File: src/rtl/board_renderer_pkg.sv
// Shared constants for the board renderer: 640x480@60 timing, palette and playfield geometry.
package board_renderer_pkg;

    localparam int unsigned CNT_W        = 10;
    localparam int unsigned H_TOTAL      = 800;
    localparam int unsigned V_TOTAL      = 525;
    localparam int unsigned H_VISIBLE    = 640;
    localparam int unsigned V_VISIBLE    = 480;
    localparam int unsigned H_SYNC_START = 656;
    localparam int unsigned H_SYNC_END   = 751;
    localparam int unsigned V_SYNC_START = 490;
    localparam int unsigned V_SYNC_END   = 491;

    localparam int unsigned BOARD_W    = 10;
    localparam int unsigned BOARD_H    = 20;
    localparam int unsigned BOARD_BITS = BOARD_W * BOARD_H;
    localparam int unsigned SCORE_W    = 8;
    localparam int unsigned FRAME_W    = 10;
    localparam int unsigned BORDER_PX  = 4;

    typedef struct packed {
        logic [3:0] r;
        logic [3:0] g;
        logic [3:0] b;
    } rgb_t;

    localparam rgb_t COL_CYAN   = '{r: 4'h0, g: 4'hF, b: 4'hF};
    localparam rgb_t COL_GREY   = '{r: 4'h2, g: 4'h2, b: 4'h2};
    localparam rgb_t COL_WHITE  = '{r: 4'hF, g: 4'hF, b: 4'hF};
    localparam rgb_t COL_YELLOW = '{r: 4'hF, g: 4'hF, b: 4'h0};
    localparam rgb_t COL_BLACK  = '{r: 4'h0, g: 4'h0, b: 4'h0};

endpackage

File: src/rtl/board_renderer_vga_timing.sv
// Free-running 800x525 raster counters with raw (unregistered) sync, enable and frame strobe.
module vga_timing
    import board_renderer_pkg::*;
(
    input  logic             clk,
    input  logic             rst_n,
    output logic [CNT_W-1:0] h,
    output logic [CNT_W-1:0] v,
    output logic             hsync_c,
    output logic             vsync_c,
    output logic             de_c,
    output logic             frame_start_c
);

    always_ff @(posedge clk) begin
        if (!rst_n) begin
            h <= '0;
            v <= '0;
        end else if (h == CNT_W'(H_TOTAL - 1)) begin
            h <= '0;
            v <= (v == CNT_W'(V_TOTAL - 1)) ? '0 : v + CNT_W'(1);
        end else begin
            h <= h + CNT_W'(1);
        end
    end

    assign hsync_c       = !((h >= CNT_W'(H_SYNC_START)) && (h <= CNT_W'(H_SYNC_END)));
    assign vsync_c       = !((v >= CNT_W'(V_SYNC_START)) && (v <= CNT_W'(V_SYNC_END)));
    assign de_c          = (h < CNT_W'(H_VISIBLE)) && (v < CNT_W'(V_VISIBLE));
    // First blanked line: safe point to snapshot game state for the next frame.
    assign frame_start_c = (h == '0) && (v == CNT_W'(V_VISIBLE));

endmodule

File: src/rtl/board_renderer.sv
// Renders the playfield, its border and a binary score strip onto the VGA raster.
module board_renderer
    import board_renderer_pkg::*;
#(
    parameter int unsigned CELL_PX  = 16,
    parameter int unsigned ORIGIN_X = 240,
    parameter int unsigned ORIGIN_Y = 80,
    parameter int unsigned SCORE_X  = 432
) (
    input  logic                  clk,
    input  logic                  rst_n,
    input  logic [BOARD_BITS-1:0] board,
    input  logic [SCORE_W-1:0]    score,
    output logic                  hsync,
    output logic                  vsync,
    output logic                  de,
    output logic [3:0]            red,
    output logic [3:0]            green,
    output logic [3:0]            blue,
    output logic [FRAME_W-1:0]    framenumber
);

    localparam int unsigned CELL_SH = $clog2(CELL_PX);
    localparam int unsigned IDX_W   = $clog2(BOARD_BITS);
    localparam int BX0 = int'(ORIGIN_X);
    localparam int BX1 = BX0 + int'(BOARD_W * CELL_PX);
    localparam int BY0 = int'(ORIGIN_Y);
    localparam int BY1 = BY0 + int'(BOARD_H * CELL_PX);
    localparam int BP  = int'(BORDER_PX);
    localparam int SX0 = int'(SCORE_X);
    localparam int SX1 = SX0 + int'(SCORE_W * CELL_PX);
    localparam int SY1 = BY0 + int'(CELL_PX);

    logic [CNT_W-1:0]      h;
    logic [CNT_W-1:0]      v;
    logic                  hsync_c;
    logic                  vsync_c;
    logic                  de_c;
    logic                  frame_start_c;
    logic [BOARD_BITS-1:0] shadow_board;
    logic [SCORE_W-1:0]    shadow_score;

    int               hi;
    int               vi;
    logic             in_board_c;
    logic             in_border_c;
    logic             in_score_c;
    logic [3:0]       cx_c;
    logic [4:0]       cy_c;
    logic [2:0]       box_c;
    logic [IDX_W-1:0] cell_idx_c;
    rgb_t             pix_c;

    vga_timing u_timing (
        .clk           (clk),
        .rst_n         (rst_n),
        .h             (h),
        .v             (v),
        .hsync_c       (hsync_c),
        .vsync_c       (vsync_c),
        .de_c          (de_c),
        .frame_start_c (frame_start_c)
    );

    // Region decode and colour select; priority board > border > score > background.
    always_comb begin
        hi          = int'(h);
        vi          = int'(v);
        in_board_c  = (hi >= BX0) && (hi < BX1) && (vi >= BY0) && (vi < BY1);
        in_border_c = (hi >= BX0 - BP) && (hi < BX1 + BP) &&
                      (vi >= BY0 - BP) && (vi < BY1 + BP) && !in_board_c;
        in_score_c  = (hi >= SX0) && (hi < SX1) && (vi >= BY0) && (vi < SY1);
        cx_c        = 4'((h - CNT_W'(ORIGIN_X)) >> CELL_SH);
        cy_c        = 5'((v - CNT_W'(ORIGIN_Y)) >> CELL_SH);
        box_c       = 3'((h - CNT_W'(SCORE_X)) >> CELL_SH);
        cell_idx_c  = IDX_W'(int'(cx_c) * int'(BOARD_H) + int'(cy_c));
        pix_c       = COL_BLACK;
        if (!de_c) begin
            pix_c = COL_BLACK;
        end else if (in_board_c) begin
            pix_c = shadow_board[cell_idx_c] ? COL_CYAN : COL_GREY;
        end else if (in_border_c) begin
            pix_c = COL_WHITE;
        end else if (in_score_c) begin
            // Box 0 is leftmost and shows the score MSB.
            pix_c = shadow_score[~box_c] ? COL_YELLOW : COL_GREY;
        end
    end

    always_ff @(posedge clk) begin
        if (!rst_n) begin
            hsync        <= 1'b1;
            vsync        <= 1'b1;
            de           <= 1'b0;
            red          <= '0;
            green        <= '0;
            blue         <= '0;
            framenumber  <= '0;
            shadow_board <= '0;
            shadow_score <= '0;
        end else begin
            hsync <= hsync_c;
            vsync <= vsync_c;
            de    <= de_c;
            red   <= pix_c.r;
            green <= pix_c.g;
            blue  <= pix_c.b;
            if (frame_start_c) begin
                shadow_board <= board;
                shadow_score <= score;
                framenumber  <= framenumber + FRAME_W'(1);
            end
        end
    end

endmodule

File: config.mk
export PLATFORM = sky130hd
export DESIGN_NAME = board_renderer
export DESIGN_NICKNAME = d
export VERILOG_FILES = /design/src/rtl/board_renderer_pkg.sv /design/src/rtl/board_renderer_vga_timing.sv /design/src/rtl/board_renderer.sv
export SDC_FILE = /design/constraint.sdc
export NUM_CORES = 1
export LEC_CHECK = 0
export CORE_UTILIZATION = 56
export CTS_BUF_LIST = sky130_fd_sc_hd__clkbuf_8 sky130_fd_sc_hd__clkbuf_16
export DETAILED_ROUTE_END_ITERATION = 12
export MAX_ROUTING_LAYER = met4
export PLACE_DENSITY = 0.86
export SLEW_MARGIN = 0
export SYNTH_ARGS = -nofsm -noshare
export SYNTH_HDL_FRONTEND = slang
export SYNTH_SLANG_ARGS = --single-unit
export TNS_END_PERCENT = 20
File: constraint.sdc
create_clock -name clk -period 6.82 [get_ports clk]
set_clock_uncertainty 0.05 [all_clocks]
set_input_delay 2.046 -clock clk [delete_from_list [all_inputs] [get_ports clk]]
set_output_delay 2.046 -clock clk [all_outputs]
set_load 0.02 [all_outputs]
# After elaboration in Yosys (flattened, before gate mapping)
# Cells that the tools add are included.
# word_totals
ff_bits,253
# op_classes
n_lt_le_gt_ge,19
muxes,10
n_addsub,7
reduce_logical,20
n_mul,1
n_eq_ne,3
n_bitwise,2
# ops
operator,n
$lt A10 B9 Y1 const B,5
$mux W12,4
$add A10 B1 Y10 const B,3
$eq A10 B10 Y1 const B,2
$ge A10 B7 Y1 const B,2
$ge A10 B8 Y1 const B,2
$ge A10 B9 Y1 const B,2
$lt A10 B10 Y1 const B,2
$mux W10,2
$logic_and A1 B1 Y1,14
$eq A10 B9 Y1 const B,1
$ge A10 B10 Y1 const B,1
$le A10 B10 Y1 const B,1
$le A10 B9 Y1 const B,1
$logic_not A10 Y1,1
$lt A10 B7 Y1 const B,1
$lt A8 B9 Y1 const B,1
$sub A9 B7 Y9 const B,1
$add A8 B5 Y8,1
$bmux W1 S8,1
$sub A8 B8 Y8 const B,1
$sub A7 B6 Y7 const B,1
$mul A4 B3 Y6 const B,1
$lt A3 B4 Y1 const B,1
other kinds (7),10

# Logic depth before layout (Yosys ltp)
# Gate-level depths: netlist (run 1).
# depth
depth_word,8
ltp_mapped,16

# By module
# Synthesis (run 1) repeated with hierarchy kept, for this count alone.
# hier_totals
hier_cells,1108
area_unflattened_um2,12097.9
# modules_own_cells
mod,seq_area_each_um2,cells_per_inst,instances,area_per_inst_um2
board_renderer,4544.4,983,1,10993.0
vga_timing,400.4,125,1,1104.8

# Least setup slack after synthesis (run 1)
# OpenSTA, ideal clock, no wires.
# synth_path
path_type,register to register
start,register u_timing.v[4]
end,register green[2]
setup_slack_ns,3.131
n_path_buf,5
arrival_ns,3.502
path_stages_with_launch,16
cell_sequence,dfxtp_1 > buf_6 > buf_12 > buf_12 > buf_2 > o21ai_0 > xor2_1 > fa_1 > xor2_1 > buf_2 > mux4_2 > mux2_1 > nand2_1 > nand3_1 > a31oi_2 > o22ai_1
# synth_via
elab_chain_len,7
word_cells_on_any_way,24
cone_classes,add/sub (2); order compare (6); mux (6); reduce/logical (10)
# synth_lines
element,line_no,source
start: declaration,board_renderer_vga_timing.sv:8,"output logic [CNT_W-1:0] v,"
start signal: assignment,board_renderer_vga_timing.sv:21,v <= (v == CNT_W'(V_TOTAL - 1)) ? '0 : v + CNT_W'(1);
branches (longest 7 deep; another with $sub A9 B7 Y9),-,
end signal: assignment,board_renderer.sv:106,green <= pix_c.g;
end: declaration,board_renderer.sv:18,"output logic [3:0] green,"
# Several ways; the timed one is not identified. The select of a mux whose other input is x is not followed.
# A chain may end at the register's enable or synchronous reset.

# Final worst setup path (run 1)
# Ends and elaborated chain as after synthesis.

==> results of run 1 <==
[cell usage after synthesis, types with 3 or more instances]
master / count / share of area (%)
o21ai_0: 18 / 0.76
a31oi_1: 3 / 0.16
and3_1: 5 / 0.26
nor2_1: 35 / 1.1
a22oi_1: 4 / 0.25
a21oi_1: 9 / 0.38
and2_1: 11 / 0.58
or3_1: 9 / 0.47
a21boi_1: 203 / 13
buf_2: 33 / 1.4
nand2_1: 439 / 14
buf_4: 7 / 0.44
nand2b_1: 7 / 0.37
nand4_1: 9 / 0.47
ha_1: 20 / 2.1
xor2_1: 10 / 0.74
nor4_1: 4 / 0.21
mux4_2: 47 / 8.9
a21boi_0: 9 / 0.57
inv_1: 17 / 0.54
nand3_1: 24 / 1.0
a311oi_1: 3 / 0.22
nor3_1: 3 / 0.13
dfxtp_1: 247 / 42
a311o_1: 3 / 0.25
clkbuf_1: 62 / 2.0
xnor2_1: 19 / 1.4
nor2b_1: 6 / 0.32
mux2i_1: 20 / 1.7
buf_6: 4 / 0.38
[cell usage in the layout (no fill, tap or decap), types with 10 or more instances in the layout]
cell type / netlist / layout
a21boi_1: 203 / 203
and2_1: 11 / 11
buf_4: 7 / 10
clkbuf_16: 0 / 27
clkbuf_8: 0 / 10
clkdlybuf4s50_1: 0 / 233
dfxtp_1: 247 / 246
ha_1: 20 / 19
inv_1: 17 / 19
mux2i_1: 20 / 20
mux4_2: 47 / 47
nand2_1: 439 / 439
nand3_1: 24 / 24
nor2_1: 35 / 35
o21ai_0: 18 / 18
xnor2_1: 19 / 19
[worst max-delay path: cells and delay by family (launching register included)]
family / cells / cell delay, ns
buf+inv: 1 / 0.15
mux: 2 / 0.90
compound gates: 2 / 0.40
xor+xnor: 2 / 0.85
fa+ha+maj: 2 / 0.68
simple gates: 4 / 0.45
flops: 1 / 0.52
[sequential cells by signal (all words and copies together) (netlist names)]
name / flops
shadow_board: 200
framenumber: 10
u_timing.h: 10
u_timing.v: 10
shadow_score: 8
blue: 2
green: 2
red: 2
de: 1
hsync: 1
vsync: 1
[power breakdown]
part           switching, W  internal [W]
clock network      0.000577      0.000938
registers        0.00000217       0.00144
logic             0.0000473      0.000127
[metal layers]
layer | GRT usage [%] | part of all wire [%] | up-vias
met5 | - | 0 | -
met4 | 10.62 | 3.6 | 0
met3 | 3.488 | 4.5 | 78
met2 | 49.65 | 51 | 299
met1 | 34.18 | 41 | 4766
li1 | - | - | 4874
[area by class of cell]
| type | instances | area, µm² | area share, % |
|---|---|---|---|
| tap | 270 | 337.8 | 2.246 |
| antenna | 1 | 2.502 | 0.01663 |
| clock inverter | 10 | 126.4 | 0.8401 |
| inverter | 18 | 67.56 | 0.4491 |
| multi-input combinational | 964 | 6340 | 42.14 |
| sequential | 247 | 4949 | 32.90 |
| timing repair buffer | 243 | 2407 | 16.00 |
| clock buffer | 37 | 813.3 | 5.406 |
[worst min-delay path by stage]
stage | from | to | slack (ns) | cells past startpoint
2_1_floorplan | shadow_board[130] | shadow_board[130] | 0.38 | 2
3_3_place_gp | shadow_board[13] | shadow_board[13] | 0.38 | 2
3_5_place_dp | shadow_board[131] | shadow_board[131] | 0.39 | 2
4_1_cts | shadow_board[131] | shadow_board[131] | 0.40 | 2
5_1_grt | shadow_board[69] | shadow_board[69] | 0.42 | 2
6_report | shadow_board[131] | shadow_board[131] | 0.40 | 2
[kinds of logic after synthesis]
kind of cell | count (synthesis) | synth area share (%)
fa+ha+maj | 22 | 2.443
buf+inv | 128 | 5.139
flops | 247 | 41.62
simple gates | 565 | 19.92
compound gates | 276 | 17.28
mux | 71 | 11.26
xor+xnor | 30 | 2.338
[metrics by stage]
step | cell area, µm² | worst slack (ns) | power [W] | utilization, % | hold WS (ns)
6_report | 15040 | 2.687 | 0.003135 | 73.40 | 0.3966
3_5_place_dp | 14100 | 2.663 | 0.001651 | 68.80 | 0.3899
2_1_floorplan | 11880 | 3.131 | 0.001516 | - | 0.3759
3_3_place_gp | 14100 | 2.716 | 0.001652 | 68.80 | 0.3840
4_1_cts | 15040 | 2.666 | 0.003150 | 73.39 | 0.3959
5_1_grt | 15040 | 2.379 | 0.003222 | 73.40 | 0.4185
==> results by group, run 1 <==
Pwr
  – Peak supply drop: 0.1431 mV
  – PD cells: 208.4 nW/µm²
  – Lkg Pwr: 5.131 nW

Global route
  – GRT Util Overall: 28.67%
  – Global-route wire length before repair: 48690 µm
  – Vias in the first global route: 9996
  – Total grt overflow: 0
  – Number of antenna violations at the first check in global routing: 1
  – Pin count of the biggest net entering global routing: 131

Setup path
  – Crit path to: green[2]
  – Register-to-Register Setup Slack: 2.69 ns
  – Crit path DAT: 4.47 ns
  – CP Launch Type: flip-flop
  – Critical Path RT: 7.15 ns
  – CP dominant cell by count: ha_1
  – Largest fanout on the critical path: 17
  – Crit path largest cell delay: 0.69 ns
  – Slowest library cell on the worst path: xor2_2
  – CP Capture Type: flip-flop
  – Worst flop-to-flop path endpoint: green[2]
  – R2R cell count: 13
  – Crit-path cells: inv_2 > ha_1 > nor2b_1 > nor2_1 > xor2_1 > ha_1 > xor2_2 > mux4_2 > mux2_1 > nand2_1 > nand3_1 > a31oi_2 > o22ai_1
  – Critical path type: reg2reg
  – Crit path from: u_timing.v[4]
  – FF-to-FF Start: u_timing.v[4]

Clocking
  – CTS Sinks: 247
  – Num CTS Buffers: 26
  – Worst-Skew Late Latency: 0.53 ns
  – Longest Clk Path Bufs: 3
  – # resized after CTS: 0
  – Hold buffer count at CTS: 0
  – H-Tree Depth: 1
  – Root Buffer: clkbuf_16
  – CTS tree: built
  – Reg clk slew, reported paths: 0.06 ns
  – Post-CTS setup buffers: 0

STA
  – Final hold violation count: 0
  – Post-route clock period utilization: 60.60%
  – Final Setup Violations: 0
  – Max Freq: 0.2419 GHz
  – Clock period minus worst slack: 4.133 ns
  – RSZ-0062 raised after global routing: no
  – Slew headroom: 30.18%
  – Final slew viol count: 0
  – Setup TNS: 0 ns
  – Worst slew pin tran: 1.047 ns

Run
  – Max-Cap Viols: 0

Floorplan
  – Top Ports: 235
  – Die X-Extent: 147.7 µm
  – Core ar.: 20490 µm²
  – Initial core utilization: 57.97%
  – Die area: 21800 µm²
  – Core Rows: 52
  – Die height: 147.7 µm

Yosys
  – Cell Area, Synth: 11880 µm²
  – Asr flop ratio synth: 0%
  – Yosys warnings: 0
  – Primary FF master, synth: dfxtp_1
  – Syn Area/Cell: 8.872 µm²
  – Post-Syn Instances: 1339
  – Library cells used by synthesis: 65
  – Net Count, Synth: 1571
  – Post-synth EDFFs: 0
  – FF+latch count, synth: 247
  – Seq/Total Area, Yosys: 41.62%

Final layout
  – Non-Filler Instances: 1790
  – Final net count: 1732
  – Share of post-route cells with drive strength above 1: 7.637%
  – P&R area growth vs syn: 26.62%
  – # fillers: 1498

Detailed routing
  – First-pass DRT Iterations: 7
  – Starting DRT DRC Count: 593
  – Antenna viol nets, final: 0
  – Final WL: 30280 µm
  – Drt drc: 0
  – Via count: 10017
  – Via density: 5.596
  – Avg WL per Cell: 16.91 µm

Placement
  – Gp weighted congestion: 0.9296
  – DPL Wire Length: 20790 µm
  – Dpl cells: 1742
  – Buffers added on ports: 234

Status
  – Status: finished, final reports clean

Hold path
  – Hold Path Class: reg2reg
No activity file was read; power rests on OpenSTA's default activity.
==> run 2: changes to the inputs <==
Settings changed: CORE_UTILIZATION 56 to 52, PLACE_DENSITY 0.86 to 0.8.
Clock period 6.82 ns to 4 ns, I/O delays scaled along.
==> run 2 against run 1 <==
Effect of this change:
- clock power increased by 51%
- non-clock buffer count increased by 11
- sequential cell count unchanged
- count of clock-buffer cells in the layout decreased by 7
- die area increased by 7.6%
- cell count increased by 0.89%
- sequential share of layout area decreased by 0.055 points
- critical path depth unchanged
- critical endpoint unchanged
- wire length decreased by 0.19%
- total power increased by 61%
==> results by group, run 2 (synthesized netlist as in run 1, its figures left out) <==
Status
  – Status: finished, final reports clean

Setup path
  – Crit path largest cell delay: 0.55 ns
  – Largest fanout on the critical path: 8
  – FF-to-FF Start: u_timing.v[5]
  – Crit path DAT: 4.10 ns
  – Slowest library cell on the worst path: mux4_2
  – CP bufs+invs: 1
  – Worst flop-to-flop path endpoint: green[2]
  – Delay-heaviest family, CP: multiplexers
  – CP Capture Type: flip-flop
  – R2R cell count: 13
  – Critical Path RT: 4.35 ns
  – Crit-path cells: inv_1 > ha_1 > nor2b_1 > nor2_1 > xor2_1 > ha_2 > xor2_4 > mux4_2 > mux2_1 > nand2_1 > nand3_1 > a31oi_2 > o22ai_1
  – Register-to-Register Setup Slack: 0.25 ns
  – CP Launch Type: flip-flop
  – Critical path type: reg2reg

Floorplan
  – Die area: 23450 µm²
  – Die X-Extent: 153.2 µm
  – Top Ports: 235
  – Core Rows: 54
  – Core ar.: 22090 µm²
  – Die height: 153.2 µm
  – Initial core utilization: 53.77%

Clocking
  – Num CTS Buffers: 25
  – CTS tree: built
  – Longest Clk Path Bufs: 3
  – H-Tree Depth: 1
  – Root Buffer: clkbuf_16
  – Worst-Skew Late Latency: 0.53 ns
  – Reg clk slew, reported paths: 0.07 ns
  – Post-CTS setup buffers: 0
  – CTS Sinks: 247

STA
  – Final slew viol count: 0
  – RSZ-0062 raised after global routing: no
  – Post-route clock period utilization: 93.79%
  – Slew headroom: 32.74%
  – Final hold violation count: 0
  – Final Setup Violations: 0
  – Setup TNS: 0 ns
  – Max Freq: 0.2666 GHz
  – Clock period minus worst slack: 3.752 ns
  – Worst slew pin tran: 1.009 ns

Global route
  – Number of antenna violations at the first check in global routing: 0
  – Total grt overflow: 0
  – Global-route wire length before repair: 48360 µm
  – Pin count of the biggest net entering global routing: 123
  – Vias in the first global route: 9644
  – GRT Util Overall: 26.25%

Detailed routing
  – Antenna viol nets, final: 0
  – Final WL: 30220 µm
  – Via density: 5.511
  – Drt drc: 0
  – Via count: 9952
  – Avg WL per Cell: 16.73 µm
  – Starting DRT DRC Count: 662
  – First-pass DRT Iterations: 5

Final layout
  – Final net count: 1742
  – Most frequent cells in the layout: nand2_1 (439), dfxtp_1 (246), clkdlybuf4s50_1 (233), a21boi_1 (203), mux4_2 (47)
  – Share of post-route cells with drive strength above 1: 7.929%
  – P&R area growth vs syn: 26.84%
  – Largest Register: shadow_board
  – Ant diodes: 0
  – Max reg flops: 200
  – Commonest non-fill, non-tap cell in the layout: nand2_1
  – Final core utilization: 68.20%

Placement
  – Buffers added on ports: 234
  – DPL Wire Length: 21120 µm
  – Gp weighted congestion: 0.9471

Pwr
  – Lkg Pwr: 5.143 nW
  – Peak supply drop: 0.2475 mV
  – PD cells: 334.6 nW/µm²

Hold path
  – Hold Path Sink: shadow_board[153]
  – Hold path depth: 2
  – Hold Path Class: reg2reg
  – Hold path start: shadow_board[153]

Run
  – Max-Cap Viols: 0
run 2: cell count changes in the layout (fill, tap and decap cells not counted), sizes merged:
| cell | before | now |
|---|---|---|
| clkinvlp | 0 | 1 |
| bufinv | 3 | 1 |
| diode | 1 | 0 |
| inv | 20 | 24 |
| clkbuf | 37 | 30 |
| buf | 10 | 21 |
run 2: how the worst max path moves through the flow:
stage / from / end / slack [ns] / cells past startpoint
floorplan: u_timing.v[4] / green[2] / 0.31 / 15
global placement: u_timing.v[5] / green[2] / 0.31 / 13
detailed placement: u_timing.v[5] / green[2] / 0.18 / 13
CTS: u_timing.v[5] / green[2] / 0.16 / 13
global route: u_timing.v[5] / green[2] / 0.01 / 13
finish: u_timing.v[5] / green[2] / 0.25 / 13
run 2: layout make-up:
cell class	count	area, µm²
tap	280	350.3
clock inverter	13	101.3
inverter	18	67.56
clock buffer	30	694.4
timing repair buffer	254	2552
multi-input combinational	964	6354
fill	1769	7025
sequential	247	4949
run 2: layer usage:
metal | track usage, % | vias up | share of wire, %
met4 | 7.263 | 0 | 2.5
li1 | - | 4885 | -
met2 | 44.44 | 267 | 50
met1 | 32.78 | 4753 | 43
met3 | 3.544 | 47 | 4.7
met5 | - | - | 0
run 2: repair_timing:
| item | in CTS | in global routing |
|---|---|---|
| hold buffers | 0 | 0 |
| endpoints found under the setup margin | 0 | 3 |
| resized for setup | 0 | 2 |
| hold endpoints to repair | 0 | 0 |
run 2: worst register-to-register path: stages (launching register included):
cell	delay (ns)
dfxtp_1	0.42
inv_1	0.16
ha_1	0.26
nor2b_1	0.24
nor2_1	0.08
xor2_1	0.16
ha_2	0.44
xor2_4	0.32
mux4_2	0.55
mux2_1	0.33
nand2_1	0.07
nand3_1	0.09
a31oi_2	0.32
o22ai_1	0.13
run 2: where the power goes:
| group | internal, W | switching [W] |
|---|---|---|
| sequential | 0.00246 | 0.00000381 |
| clock | 0.00130 | 0.000980 |
| combinational | 0.000216 | 0.0000819 |
run 2: through the flow:
step	total power, W	hold WS [ns]	instances	instance area (µm²)	setup WS [ns]
3_5_place_dp	0.002818	0.3904	1763	14260	0.1827
6_report	0.005042	0.3968	1806	15070	0.2484
5_1_grt	0.005199	0.4122	1806	15070	0.01484
4_1_cts	0.005071	0.3973	1806	15050	0.1598
3_3_place_gp	0.002821	0.3827	1763	14260	0.3067
2_1_floorplan	0.002586	0.3759	1339	11880	0.3110
